**config.mk**
```make
export PLATFORM = sky130hd
export DESIGN_NAME = instr_mem_loader
export DESIGN_NICKNAME = d
export VERILOG_FILES = /design/src/rtl/instr_mem_loader.sv
export SDC_FILE = /design/constraint.sdc
export NUM_CORES = 1
export LEC_CHECK = 0
export CAP_MARGIN = 20
export CORE_MARGIN = 2
export CORE_UTILIZATION = 50
export CTS_CLUSTER_DIAMETER = 40
export DETAILED_ROUTE_END_ITERATION = 8
export PLACE_DENSITY = 0.73
export SLEW_MARGIN = 20
export SYNTH_ARGS = -nofsm -noshare
export SYNTH_HDL_FRONTEND = slang
export SYNTH_SLANG_ARGS = --single-unit
```
**constraint.sdc**
```tcl
create_clock -name clk -period 4.35 [get_ports clk]
set_input_delay 0.87 -clock clk [delete_from_list [all_inputs] [get_ports clk]]
set_output_delay 0.87 -clock clk [all_outputs]
set_load 0.03 [all_outputs]
```
**src/rtl/instr_mem_loader.sv**
```systemverilog
// instr_mem_loader: boot-time loader that packs a little-endian byte stream
// into 32-bit words, writes them into instruction memory and holds the core
// in reset until a complete load has finished.
//
// Ports:
//   clk        system clock, rising edge
//   rst        asynchronous active-low reset
//   start      one-cycle load request, honoured only in IDLE
//   num_words  number of words to load (1..DEPTH), latched on accepted start
//   byte_valid byte_data carries a valid byte
//   byte_data  stream byte
//   byte_ready loader accepts a byte this cycle (LOAD only)
//   mem_we     instruction-memory write enable, one cycle per word
//   mem_addr   word address of the write
//   mem_wdata  assembled instruction word
//   core_hold  1 = keep the core in reset
//   busy       high in LOAD and WRITE
//   done       one-cycle pulse after the final word is written
//   err        one-cycle pulse on a rejected start
module instr_mem_loader #(
    parameter int unsigned ADDR_W = 6
) (
    input  logic              clk,
    input  logic              rst,
    input  logic              start,
    input  logic [ADDR_W:0]   num_words,
    input  logic              byte_valid,
    input  logic [7:0]        byte_data,
    output logic              byte_ready,
    output logic              mem_we,
    output logic [ADDR_W-1:0] mem_addr,
    output logic [31:0]       mem_wdata,
    output logic              core_hold,
    output logic              busy,
    output logic              done,
    output logic              err
);

    localparam int unsigned CW    = ADDR_W + 1;
    localparam int unsigned DEPTH = 2 ** ADDR_W;

    typedef enum logic [1:0] {
        S_IDLE  = 2'd0,
        S_LOAD  = 2'd1,
        S_WRITE = 2'd2,
        S_DONE  = 2'd3
    } state_e;

    state_e            state_q, state_d;
    logic [CW-1:0]     num_q, num_d;
    logic [CW-1:0]     wcnt_q, wcnt_d;
    logic [1:0]        idx_q, idx_d;
    logic [31:0]       asm_q, asm_d;
    logic              byte_ready_q, byte_ready_d;
    logic              mem_we_q, mem_we_d;
    logic [ADDR_W-1:0] mem_addr_q, mem_addr_d;
    logic [31:0]       mem_wdata_q, mem_wdata_d;
    logic              core_hold_q, core_hold_d;
    logic              busy_q, busy_d;
    logic              done_q, done_d;
    logic              err_q, err_d;

    // Next-state and next-output logic; outputs are computed one cycle
    // ahead so that every output comes straight from a flop.
    always_comb begin
        state_d      = state_q;
        num_d        = num_q;
        wcnt_d       = wcnt_q;
        idx_d        = idx_q;
        asm_d        = asm_q;
        byte_ready_d = byte_ready_q;
        mem_we_d     = 1'b0;
        mem_addr_d   = mem_addr_q;
        mem_wdata_d  = mem_wdata_q;
        core_hold_d  = core_hold_q;
        busy_d       = busy_q;
        done_d       = 1'b0;
        err_d        = 1'b0;

        unique case (state_q)
            S_IDLE: begin
                if (start) begin
                    if ((num_words != '0) && (num_words <= CW'(DEPTH))) begin
                        num_d        = num_words;
                        wcnt_d       = '0;
                        idx_d        = '0;
                        asm_d        = '0;
                        core_hold_d  = 1'b1;
                        busy_d       = 1'b1;
                        byte_ready_d = 1'b1;
                        state_d      = S_LOAD;
                    end else begin
                        err_d = 1'b1;
                    end
                end
            end
            S_LOAD: begin
                if (byte_valid && byte_ready_q) begin
                    // First byte of a word lands in the LSB.
                    case (idx_q)
                        2'd0:    asm_d[7:0]   = byte_data;
                        2'd1:    asm_d[15:8]  = byte_data;
                        2'd2:    asm_d[23:16] = byte_data;
                        default: asm_d[31:24] = byte_data;
                    endcase
                    idx_d = idx_q + 2'd1;
                    if (idx_q == 2'd3) begin
                        state_d      = S_WRITE;
                        mem_we_d     = 1'b1;
                        mem_addr_d   = wcnt_q[ADDR_W-1:0];
                        mem_wdata_d  = {byte_data, asm_q[23:0]};
                        byte_ready_d = 1'b0;
                    end
                end
            end
            S_WRITE: begin
                // Counter is one bit wider than the address so a full-depth
                // load can be compared against num_words without wrapping.
                wcnt_d = wcnt_q + CW'(1);
                if (wcnt_d == num_q) begin
                    state_d     = S_DONE;
                    done_d      = 1'b1;
                    core_hold_d = 1'b0;
                    busy_d      = 1'b0;
                end else begin
                    state_d      = S_LOAD;
                    idx_d        = '0;
                    byte_ready_d = 1'b1;
                end
            end
            S_DONE: begin
                state_d = S_IDLE;
            end
            default: begin
                state_d = S_IDLE;
            end
        endcase
    end

    // State and output registers.
    always_ff @(posedge clk or negedge rst) begin
        if (!rst) begin
            state_q      <= S_IDLE;
            num_q        <= '0;
            wcnt_q       <= '0;
            idx_q        <= '0;
            asm_q        <= '0;
            byte_ready_q <= 1'b0;
            mem_we_q     <= 1'b0;
            mem_addr_q   <= '0;
            mem_wdata_q  <= '0;
            core_hold_q  <= 1'b1;
            busy_q       <= 1'b0;
            done_q       <= 1'b0;
            err_q        <= 1'b0;
        end else begin
            state_q      <= state_d;
            num_q        <= num_d;
            wcnt_q       <= wcnt_d;
            idx_q        <= idx_d;
            asm_q        <= asm_d;
            byte_ready_q <= byte_ready_d;
            mem_we_q     <= mem_we_d;
            mem_addr_q   <= mem_addr_d;
            mem_wdata_q  <= mem_wdata_d;
            core_hold_q  <= core_hold_d;
            busy_q       <= busy_d;
            done_q       <= done_d;
            err_q        <= err_d;
        end
    end

    assign byte_ready = byte_ready_q;
    assign mem_we     = mem_we_q;
    assign mem_addr   = mem_addr_q;
    assign mem_wdata  = mem_wdata_q;
    assign core_hold  = core_hold_q;
    assign busy       = busy_q;
    assign done       = done_q;
    assign err        = err_q;

endmodule

```
==> out/results.tsv <==
metric	value	unit
clockRootBuffer	clkbuf_8	
syn-num-nets	304	
finalCritPeriodShare	0.664	
highest-signal-layer	met4	
async_flop_share	1.00	
maxCapViolations	0	
grtUsageTotal	0.201	
start_util	0.511	
io_buffer_count	62	
synth_top_cell_by_area	dfrtp_1	
cts.clk_slew.worst_paths	0.09	ns
syn_inst	280	
grt_pass1_vias	2358	
max-vdd-ir-drop	0.323	mV
netlist.area_leader.share	0.584	
place_congestion	0.801	
critPathSlowestCell	or4_1	
synthTopCellsByCount	85 x dfrtp_1, 44 x mux2_2, 24 x nand2_1, 24 x o2bb2ai_1	
final_area	0.00452	mm^2
cts_buffers	9	
route.final.wire_length	7.45	mm
insertion_delay	0.35	ns
wl_per_cell	16.8	um
post-route-min-period	2.89	ns
die_y	89.4	um
wl_met2	3.34	mm
cts_buffer_depth	2	
drt_pre_antenna_iters	4	
cp-end-kind	flip-flop	
ys_warn_count	0	
placed_cell_area	0.00432	mm^2
synth_area_leaders	dfrtp_1 58%, mux2_2 14%, o2bb2ai_1 5.8%	
synth_edf_count	0	
rrSetupSlack	1.98	ns
wl_met3	469	um
drive_above_1_share	0.197	
layout.nets	364	
holdCritPathClass	flip-flop to flip-flop	
p_per_area	656	mW/mm^2
syn_to_final_growth	24.0	%
seq_area_frac_synth	0.591	
power_leakage	2.03	nW
dieArea	0.00799	mm^2
synth_area	0.00364	mm^2
vias	2469	
antenna_cells	0	
core	0.00714	mm^2
cts_tree	built	
cp.required	4.56	ns
antenna_found_initial	0	
final-hold-violation-count	0	
finClkSkew	0.0157	ns
fin_setup_tns	0	ns
max_freq	0.346	GHz
htreeDepth	3	
crit_type	input port to flip-flop	
setup_viol	0	
rows	31	
cts_sinks	86	
grt_max_degree	87	
worst_setup_path_start_kind	input port	
arrival	3.09	ns
grt_pass1_wl	11.9	mm
ant_nets	0	
cp_max_fo	11	
boundaryPins	63	
worstPathCellList	clkdlybuf4s50_1 > or4_4 > or4_1 > a31oi_4 > a21boi_1 > a31oi_1	
ys_ff_latch	86	
vias_per_cell	5.56	
rsz0062_at_grt	no	
place_hpwl	5.04	mm
postCtsResizedCells	0	
drt_iter0_drc	219	
ctsHoldBuffers	0	
wl_met1	3.57	mm
slowest_delay	0.58	ns
slew_violations	0	
synth.most_common_cell	dfrtp_1	
post_cts_buffers	0	
outcome	finished, final reports clean	
relSlewSlack	0.488	
tightest_slew	0.768	ns
grt-ovfl-total	0	
syn_area_per_cell	13.0	um^2
synth.distinct_cells	42	
synth_ff_type	dfrtp_1	
die_w	89.4	um
drc	0	
## per-stage QoR
step / cells / hold WS (ns) / setup WS, ns / power [mW] / utilization
2_1_floorplan: 280 / 0.451 / 1.73 / 2.01 / -
3_3_place_gp: 428 / 0.469 / 1.11 / 2.41 / 0.605
3_5_place_dp: 428 / 0.474 / 1.10 / 2.44 / 0.605
4_1_cts: 444 / 0.500 / 1.47 / 2.99 / 0.632
5_1_grt: 444 / 0.516 / 1.37 / 3.14 / 0.633
6_report: 444 / 0.499 / 1.46 / 2.96 / 0.633
## registers in the layout (all words and copies together) (netlist names)
name	flops
state_q	2
mem_we	1
asm_q	24
num_q	7
byte_ready	1
done	1
wcnt_q	7
mem_wdata	32
busy	1
core_hold	1
idx_q	2
mem_addr	6
err	1
## placed cells by master (no fill, tap or decap), drive strengths merged, types with 4 or more instances in the layout
cell           synthesis  final
nand3                  8      8
clkdlybuf4s50          0     61
a31oi                  4      4
o2bb2ai               24     24
nor2                   5      5
a21o                   4      4
and3                   4      4
dfrtp                 85     85
xor2                   5      5
clkbuf                 6     11
a21oi                  7      7
mux2                  44     44
o21ai                 12     12
xnor2                  5      5
nor2b                  5      5
nand2                 24     24
ha                     5      5
inv                    5      7
## path summary, 6_finish.rpt
| check | cells after the start | endpoint | from |
|---|---|---|---|
| max in group asynchronous | 1 | mem_wdata[28] | rst |
| min reg2reg | 1 | asm_q[8] | asm_q[8] |
| min in group asynchronous | 1 | mem_wdata[18] | rst |
| min | 1 | asm_q[8] | asm_q[8] |
| max reg2reg | 6 | idx_q[0] | wcnt_q[0] |
| max | 6 | byte_ready | num_words[1] |
## cells by family after synthesis
family / after synthesis / share of synthesized area
fa+ha+maj: 5 / 0.0172
compound gates: 59 / 0.125
flops: 86 / 0.591
xor+xnor: 10 / 0.0240
simple gates: 57 / 0.0817
buf+inv: 19 / 0.0251
mux: 44 / 0.136
## power by group
part           total [mW]  switching (mW)  internal, mW  leakage (nW)
Clock               0.536           0.292         0.244        0.0926
Sequential           1.31           0.219          1.09          1.13
Combinational        1.12           0.586         0.535         0.806
## per-layer routing
| metal | vias up | global-route usage |
|---|---|---|
| met4 | 0 | 0.0665 |
| li1 | 1131 | - |
| met1 | 1242 | 0.295 |
| met3 | 7 | 0.0471 |
| met5 | - | 0 |
| met2 | 89 | 0.297 |
## layout make-up
type,instances,area (um^2)
clock buffers,11,151
multi-input cells,175,1400
inverters,5,18.8
flip-flops and latches,86,2150
repair buffers,63,629
fillers,547,2620
well taps,99,124
clock inverters,5,41.3
## worst max-delay path, delay by kind of cell
| kind | cells | cell delay [ns] |
|---|---|---|
| buf+inv | 1 | 0.42 |
| simple gates | 2 | 1.15 |
| compound gates | 3 | 0.65 |
Note: power is estimated with default switching activity, not from simulation.
